### src/rtl/oled_frame_ctrl.sv
// rtl/oled_frame_ctrl.sv - full-screen OLED refresh sequencer (command window + framebuffer stream); optional OLED_AUTO_REFRESH_EN
module oled_frame_ctrl #(
    parameter int         FB_BYTES       = 8192,
    parameter int         FB_ADDR_W      = 13,
    parameter logic [7:0] COL_START      = 8'h1C,
    parameter logic [7:0] COL_END        = 8'h5B,
    parameter logic [7:0] ROW_START      = 8'h00,
    parameter logic [7:0] ROW_END        = 8'h3F,
    parameter int         REFRESH_CYCLES = 833333
) (
    input  logic                 clk,
    input  logic                 rst,
    input  logic                 init_done,
    input  logic                 start,
    output logic                 busy,
    output logic                 frame_done,
    output logic [FB_ADDR_W-1:0] fb_addr,
    input  logic [7:0]           fb_data,
    output logic                 oled_cs,
    output logic                 oled_e,
    output logic                 oled_rw,
    output logic                 oled_dc,
    output logic [7:0]           oled_dout
);

    typedef enum logic [2:0] {
        IDLE     = 3'd0,
        CMD_LOAD = 3'd1,
        CMD_SEND = 3'd2,
        PIX_LOAD = 3'd3,
        PIX_SEND = 3'd4,
        FINISH   = 3'd5
    } state_t;

    // Pixel counter carries one extra bit so reaching FB_BYTES never wraps to 0.
    localparam logic [FB_ADDR_W:0] FB_COUNT = (FB_ADDR_W+1)'(FB_BYTES);
    localparam logic [2:0]         CMD_LEN  = 3'd7;

    state_t               state, state_nxt;
    logic [2:0]           cmd_idx, cmd_idx_nxt;
    logic [FB_ADDR_W:0]   pix_cnt, pix_cnt_nxt;
    logic                 cs_nxt, e_nxt, dc_nxt, busy_nxt, frame_done_nxt;
    logic [7:0]           dout_nxt;
    logic                 eff_start;
    logic                 accept;

    // Window/write-RAM command list: {dc, byte}; opcodes carry dc=0, arguments dc=1.
    function automatic logic [8:0] cmd_word(input logic [2:0] i);
        case (i)
            3'd0:    cmd_word = {1'b0, 8'h15};
            3'd1:    cmd_word = {1'b1, COL_START};
            3'd2:    cmd_word = {1'b1, COL_END};
            3'd3:    cmd_word = {1'b0, 8'h75};
            3'd4:    cmd_word = {1'b1, ROW_START};
            3'd5:    cmd_word = {1'b1, ROW_END};
            default: cmd_word = {1'b0, 8'h5C};
        endcase
    endfunction

`ifdef OLED_AUTO_REFRESH_EN
    localparam int RC_W = (REFRESH_CYCLES > 1) ? $clog2(REFRESH_CYCLES) : 1;
    localparam logic [RC_W-1:0] RC_LAST = RC_W'(REFRESH_CYCLES - 1);

    logic [RC_W-1:0] refresh_cnt;
    logic            refresh_tick;
    logic            pending;

    assign refresh_tick = init_done && (refresh_cnt == RC_LAST);

    // Refresh timer runs only after init; every wrap folds into a single pending request.
    always_ff @(posedge clk or posedge rst) begin
        if (rst) begin
            refresh_cnt <= '0;
            pending     <= 1'b0;
        end else begin
            if (!init_done || refresh_tick) begin
                refresh_cnt <= '0;
            end else begin
                refresh_cnt <= refresh_cnt + 1'b1;
            end
            pending <= refresh_tick | (pending & ~accept);
        end
    end

    assign eff_start = start | pending;
`else
    logic cfg_unused;
    assign cfg_unused = (REFRESH_CYCLES > 0);
    assign eff_start  = start;
`endif

    assign accept    = (state == IDLE) && eff_start && init_done;
    assign fb_addr   = pix_cnt[FB_ADDR_W-1:0];
    assign oled_rw   = 1'b0;

    // State and registered bus/datapath outputs; async reset aborts a frame immediately.
    always_ff @(posedge clk or posedge rst) begin
        if (rst) begin
            state      <= IDLE;
            cmd_idx    <= '0;
            pix_cnt    <= '0;
            oled_cs    <= 1'b1;
            oled_e     <= 1'b1;
            oled_dc    <= 1'b0;
            oled_dout  <= 8'h00;
            busy       <= 1'b0;
            frame_done <= 1'b0;
        end else begin
            state      <= state_nxt;
            cmd_idx    <= cmd_idx_nxt;
            pix_cnt    <= pix_cnt_nxt;
            oled_cs    <= cs_nxt;
            oled_e     <= e_nxt;
            oled_dc    <= dc_nxt;
            oled_dout  <= dout_nxt;
            busy       <= busy_nxt;
            frame_done <= frame_done_nxt;
        end
    end

    // Next-state: alternate load/send per byte, commands first, then the framebuffer.
    always_comb begin
        state_nxt = state;
        case (state)
            IDLE:     if (accept) state_nxt = CMD_LOAD;
            CMD_LOAD: state_nxt = CMD_SEND;
            CMD_SEND: state_nxt = (cmd_idx < CMD_LEN) ? CMD_LOAD : PIX_LOAD;
            PIX_LOAD: state_nxt = PIX_SEND;
            PIX_SEND: state_nxt = (pix_cnt < FB_COUNT) ? PIX_LOAD : FINISH;
            FINISH:   state_nxt = IDLE;
            default:  state_nxt = IDLE;
        endcase
    end

    // Output/datapath next values: e high in LOAD, falls in SEND to latch the byte.
    always_comb begin
        cmd_idx_nxt    = cmd_idx;
        pix_cnt_nxt    = pix_cnt;
        cs_nxt         = oled_cs;
        e_nxt          = oled_e;
        dc_nxt         = oled_dc;
        dout_nxt       = oled_dout;
        busy_nxt       = busy;
        frame_done_nxt = 1'b0;
        case (state)
            IDLE: begin
                cs_nxt = 1'b1;
                e_nxt  = 1'b1;
                if (accept) begin
                    cs_nxt      = 1'b0;
                    busy_nxt    = 1'b1;
                    pix_cnt_nxt = '0;
                    cmd_idx_nxt = '0;
                end
            end
            CMD_LOAD: begin
                e_nxt              = 1'b1;
                {dc_nxt, dout_nxt} = cmd_word(cmd_idx);
                cmd_idx_nxt        = cmd_idx + 1'b1;
            end
            CMD_SEND: begin
                e_nxt = 1'b0;
            end
            PIX_LOAD: begin
                e_nxt       = 1'b1;
                dc_nxt      = 1'b1;
                dout_nxt    = fb_data;
                pix_cnt_nxt = pix_cnt + 1'b1;
            end
            PIX_SEND: begin
                e_nxt = 1'b0;
            end
            FINISH: begin
                cs_nxt         = 1'b1;
                e_nxt          = 1'b1;
                busy_nxt       = 1'b0;
                frame_done_nxt = 1'b1;
            end
            default: begin
                cs_nxt   = 1'b1;
                e_nxt    = 1'b1;
                busy_nxt = 1'b0;
            end
        endcase
    end

endmodule

### config.mk
export PLATFORM = sky130hd
export DESIGN_NAME = oled_frame_ctrl
export DESIGN_NICKNAME = d
export VERILOG_FILES = /design/src/rtl/oled_frame_ctrl.sv
export SDC_FILE = /design/constraint.sdc
export NUM_CORES = 1
export LEC_CHECK = 0
export CAP_MARGIN = 30
export CORE_ASPECT_RATIO = 0.8
export CORE_MARGIN = 2
export CORE_UTILIZATION = 30
export DETAILED_ROUTE_END_ITERATION = 8
export PLACE_DENSITY_LB_ADDON = 0.3
export SLEW_MARGIN = 20
export SYNTH_ARGS = -nofsm -noshare
export SYNTH_HDL_FRONTEND = slang
export SYNTH_SLANG_ARGS = --single-unit
### constraint.sdc
create_clock -name clk -period 1.3 [get_ports clk]
set_input_delay 0.13 -clock clk [delete_from_list [all_inputs] [get_ports clk]]
set_output_delay 0.13 -clock clk [all_outputs]
set_load 0.01 [all_outputs]
; Yosys cells after proc, flatten, opt, wreduce, memory -nomap -nowiden
; Index checks and enable logic that the tools add are counted.
[classes]
addsub = 2
multipliers = 0
div_mod_pow = 0
n_lt_le_gt_ge = 2
eq_ne = 11
shifts = 0
n_mux = 17
bitwise_logic = 1
n_reduce_logical = 12
[ops]
columns = operator, n
row1 = $pmux W9 S6, 1
row2 = $pmux W14 S2, 1
row3 = $pmux W8 S2, 1
row4 = $pmux W3 S5, 1
row5 = $add A14 B1 Y14 const B, 1
row6 = $lt A14 B14 Y1 const B, 1
row7 = $mux W14, 1
row8 = $eq A3 B2 Y1 const B, 4
row9 = $eq A3 B3 Y1 const B, 4
row10 = $mux W3, 3
row11 = $eq A3 B1 Y1 const B, 2
row12 = $logic_not A3 Y1, 2
row13 = $pmux W1 S2, 3
row14 = $pmux W3 S2, 1
row15 = $reduce_and A2 Y1, 3
row16 = $reduce_bool A2 Y1, 3
row17 = $mux W1, 4
row18 = $reduce_or A4 Y1, 1
row19 = $add A3 B1 Y3 const B, 1
row20 = $lt A3 B3 Y1 const B, 1
row21 = $logic_and A1 B1 Y1, 2
row22 = $mux W2, 1
row23 = $ne A2 B2 Y1 const B, 1
row24 = $reduce_or A2 Y1, 1
row25 = $not A1 Y1, 1
[totals]
register_bits = 33
latch_bits = 0
ramBits = 0
mem_bits_ro = 0
out_inout_bits = 27
elab_cells = 54
n_memories = 0

; Depth between registers and ports, before layout
; Gate-level depths: netlist of the first run.
[logic_depth]
word_depth = 5
mapped_depth = 7
depth_no_buf = 6

; Least setup slack after synthesis of the first run
; No wires, ideal clock.
[synth_path]
path_type = flip-flop to flip-flop
startpoint = reg cmd_idx[2]
endpoint = reg oled_dout[2]
arrival_ps = 1361
slack_ps = -144
path_stages_with_launch = 7
path_buffers = 1
synth_period_minus_slack_ps = 1444
cell_sequence = dfrtp_1 clkbuf_1 inv_1 ha_1 o32ai_1 nor3_1 o21ai_0
[synth_via]
elab_chain_len = 3
elab_cells_between_ends = 8
cone_classes = 5 x eq/ne / 2 x mux / 1 x reduce/logical
[synth_rtl]
columns = item, line
row1 = from (decl), 40  ; logic [2:0] cmd_idx, cmd_idx_nxt;
row2 = from (signal assigned), 110  ; cmd_idx <= cmd_idx_nxt;
row3 = $eq A3 B3 Y1 (tied with other cells), 49  ; case (i)
row4 = $pmux W9 S6 (*), 49
row5 = $pmux W8 S2 (*), 145  ; case (state)
row6 = to (signal assigned), 115  ; oled_dout <= dout_nxt;
row7 = to (decl), 23  ; output logic [7:0] oled_dout
; Every way passes the cells marked *; elsewhere a longest branch is shown, timed or not.
; A chain may end at the register's enable or synchronous reset.

; Worst setup path in the final report of the first run
[layout_path]
startpoint = reg state[2]
endpoint = reg pix_cnt[12]
[layout_via]
elab_chain_len = 5
elab_cells_between_ends = 8
cone_classes = 2 x eq/ne / 1 x mux / 5 x reduce/logical
[layout_rtl]
columns = item, line
row1 = from (decl), 39  ; state_t state, state_nxt;
row2 = from (signal assigned), 109  ; state <= state_nxt;
row3 = $logic_not A3 Y1, "92, 145"
row4 = $logic_and A1 B1 Y1 (2 in series), 92  ; assign accept = (state == IDLE) && eff_start && init_done;
row5 = $ne A2 B2 Y1 (no line), -
row6 = $reduce_and A2 Y1 (no line), -
row7 = to (signal assigned), 111  ; pix_cnt <= pix_cnt_nxt;
row8 = to (decl), 41  ; logic [FB_ADDR_W:0] pix_cnt, pix_cnt_nxt;
; Parallel ways exist; a longest one is shown, timed or not.

==> results of run 1 <==
-- power groups by stage --
| stage | Sequential, mW | Combinational, mW | Clock (mW) |
|---|---|---|---|
| global placement | 1.61 | 2.45 | 0 |
| detailed placement | 1.62 | 2.48 | 0 |
| floorplan | 1.67 | 1.32 | 0 |
| global route | 1.66 | 3.49 | 0.927 |
| CTS | 1.61 | 2.78 | 0.886 |
| finish | 1.62 | 3.19 | 0.872 |
-- final cells by class --
class                           instances  area, um^2  share of cell area [%]
Clock inverter                          1       5.005                  0.1676
Clock buffer                            7       96.34                   3.226
Tap cell                               81       101.3                   3.393
Inverter                                9       33.78                   1.131
Timing Repair Buffer                   96       835.8                   27.98
Sequential cell                        33       833.3                   27.90
Multi-Input combinational cell        132        1081                   36.20
-- Yosys cell counts, drive strengths merged (2+ instances only) --
| cell | instances | area [um^2] |
|---|---|---|
| mux2i | 5 | 50.05 |
| o211ai | 3 | 27.52 |
| xor2 | 3 | 26.28 |
| o22ai | 2 | 12.51 |
| clkbuf | 5 | 18.77 |
| nand4 | 3 | 18.77 |
| a211o | 2 | 17.52 |
| nor2b | 2 | 12.51 |
| buf | 20 | 152.7 |
| nor2 | 13 | 48.80 |
| dfstp | 2 | 52.55 |
| and3 | 2 | 17.52 |
| nor4 | 3 | 18.77 |
| ha | 6 | 75.07 |
| nor3 | 6 | 30.03 |
| nand2 | 22 | 82.58 |
| o31ai | 2 | 15.01 |
| nand3b | 2 | 27.53 |
| dfrtp | 31 | 775.7 |
| a21oi | 8 | 40.04 |
| inv | 8 | 30.03 |
| o21ai | 19 | 95.09 |
| nand3 | 16 | 85.08 |
-- worst max path at each step --
stage	cells after the start	slack [ps]	endpoint
final	5	-120	pix_cnt[12]
after global routing	5	-220	pix_cnt[8]
after CTS	4	-100	oled_dc
after detailed placement	6	-250	pix_cnt[8]
after global placement	6	-230	pix_cnt[8]
after floorplan	7	-140	pix_cnt[3]
-- per-layer routing --
metal	track usage, %	wire [um]	vias to the layer above
li1	-	-	839
met1	19.97	2330	801
met2	24.84	2325	30
met3	3.141	209	7
met4	7.239	76	0
met5	0	0	-
-- critical path, cell delays in order, from the launching register on --
cell and delay (ps):
dfrtp_1 430, buf_6 140, nand3b_1 290, nor2_2 210, nand3_1 110, mux2i_1 130
-- cells by family after synthesis --
| logic type | count (synthesis) |
|---|---|
| AOI/OAI and AO/OA | 43 |
| xor gates and xnor gates | 4 |
| adders and majority gates | 6 |
| buffers and inverters | 34 |
| DFF | 33 |
| muxes | 5 |
| other | 1 |
| and+or+nand+nor | 73 |
-- stage by stage --
stage               worst slack (ps)  total power, mW  instance area [um^2]  utilization [%]  hold slack (ps)
global placement              -229.9            4.060                  2499            42.26            457.3
detailed placement            -252.4            4.097                  2499            42.26            476.2
CTS                           -102.5            5.270                  2785            47.11            183.0
finish                        -117.5            5.680                  2987            50.52            174.7
global route                  -217.8            6.080                  2987            50.52            191.3
floorplan                     -139.9            2.993                  1894                -            257.4
-- state kept, by name, indices dropped and copies added (netlist names) --
signal / count
pix_cnt: 14
oled_dout: 8
cmd_idx: 3
state: 3
busy: 1
frame_done: 1
oled_cs: 1
oled_dc: 1
oled_e: 1
-- what timing repair did --
action | 4_1_cts | 5_1_grt
setup buffers | 9 | 7
setup endpoints to repair | 49 | 28
endpoints found under the hold margin | 0 | 0
pin swaps | 21 | 18
cloned | 0 | 1
resized for setup | 64 | 44
==> flow_metrics.env, run 1 <==
export IMPL_initial_core_util_pct=31.07
export IMPL_avgSynthCellArea_um2=9.230
export IMPL_p_switching_mw=2.179
export IMPL_ff2ff_setup_slack_ps=-120
export IMPL_start_kind="register"
export IMPL_max_freq_mhz=705.5
export IMPL_syn2layout_area_growth_pct=62.60
export IMPL_ioPinCount=39
export IMPL_r2r_cells=5
export IMPL_synth_fp_nets=217
export IMPL_setup_ws_ps=-117.5
export IMPL_ctsHoldBuffers=0
export IMPL_status="finished, violations left"
export IMPL_grt_pass1_wl_mm=8.148
export IMPL_ant_nets=0
export IMPL_cts_tree="yes"
export IMPL_cp_data_required_time_ps=1480
export IMPL_drv_slew=0
export IMPL_wire_per_inst_um=13.76
export IMPL_power_frac_comb_pct=56.2
export IMPL_cts_buffers=5
export IMPL_rsz0062_at_grt="true"
export IMPL_syn_area_um2=1837
export IMPL_seq_power_share_pct=28.5
export IMPL_clock_sinks=33
export IMPL_routed_wirelength_mm=4.941
export IMPL_synth_xor_area_share_pct=1.907
export IMPL_htreeDepth=2
export IMPL_final_common_cell="buf_4"
export IMPL_syn_inst=199
export IMPL_gp_congestion=0.8212
export IMPL_fin_crit_sh_pct=109.0
export IMPL_worstSkewPairLatency_ps=290
export IMPL_rr_endpoint="pix_cnt[12]"
export IMPL_p_per_area_nw_per_um2=1902
export IMPL_drive_gt1_share_pct=43.88
export IMPL_synth_edf_count=0
export IMPL_layout_cells_non_filler=359
export IMPL_synth_simple_area_share_pct=20.23
export IMPL_yosysUniqueCellTypes=44
export IMPL_hold_viol_final=0
export IMPL_hp_class="in -> async"
export IMPL_synth_seq_cells=33
export IMPL_fin_skew_ps=6.457
export IMPL_critPathKind="reg -> reg"
export IMPL_synthMuxAreaShare_pct=2.725
export IMPL_path_max_fanout=4
export IMPL_dr_first_iter_drc_count=55
export IMPL_antenna_found_initial=0
export IMPL_final_cell_mix="buf_4 (45), dfrtp_1 (27), dlygate4sd2_1 (23), nand2_1 (18), o21ai_1 (12)"
export IMPL_synth_top_family_by_area="simple AND/OR/NAND/NOR gates"
export IMPL_grt_use_total_pct=15.30
export IMPL_dp_cells=334
export IMPL_drt_vias_per_instance=4.671
export IMPL_fin_crit_ps=1418
export IMPL_synth_compound_area_share_pct=14.58
export IMPL_core_area_um2=5912
export IMPL_p_leak_nw=1.436
export IMPL_setup_viol=22
export IMPL_synth_fa_ha_area_share_pct=4.087
export IMPL_rows=25
export IMPL_crit_path_start="state[2]"
export IMPL_nFillCells=541
export IMPL_ys_warn_count=0
export IMPL_die_w_um=91.48
export IMPL_synth_async_sr_flop_share_pct=100.0
export IMPL_sw_frac_of_total_pct=38.36
export IMPL_dieArea_um2=6768
export IMPL_die_h_um=73.99
export IMPL_nets=295
export IMPL_cts_clk_slew_worst_paths_ps=70
export IMPL_violations="setup timing"
export IMPL_cp_data_arrival_time_ps=1600
export IMPL_vias=1677
export IMPL_io_buffers=37
export IMPL_dpl_hpwl_mm=3.280
export IMPL_peakVddDrop_mv=0.5759
export IMPL_diodes=0
export IMPL_drc=0
export IMPL_cts_root_buf="clkbuf_8"
export IMPL_cap_violations=0
export IMPL_grt_max_degree=34
export IMPL_yosysSeqAreaShare_pct=45.10
export IMPL_drtPass1Iterations=4
export IMPL_cp_end_kind="register"
export IMPL_worstReg2RegStart="state[2]"
export IMPL_clk_path_buf_depth=2
export IMPL_grt_overflow_total=0
export IMPL_synth_flop_cell="dfrtp_1"
export IMPL_power_internal_mw=3.501
export IMPL_grt_pass1_vias=1727
export IMPL_clkPwrFrac_pct=15.3
export IMPL_finalSetupTns_ps=-1371
(Power assumes the default switching activity.)
==> run 2: changes to the inputs <==
--- a/config.mk
+++ b/config.mk
@@ -9,6 +9,7 @@
 export CORE_ASPECT_RATIO = 0.8
 export CORE_MARGIN = 2
 export CORE_UTILIZATION = 30
+export CTS_BUF_LIST = sky130_fd_sc_hd__clkbuf_4 sky130_fd_sc_hd__clkbuf_8
 export DETAILED_ROUTE_END_ITERATION = 8
 export PLACE_DENSITY_LB_ADDON = 0.3
 export SLEW_MARGIN = 20
==> results of run 2 <==
No change in the layout: final DEF, timing and power equal those of run 1.
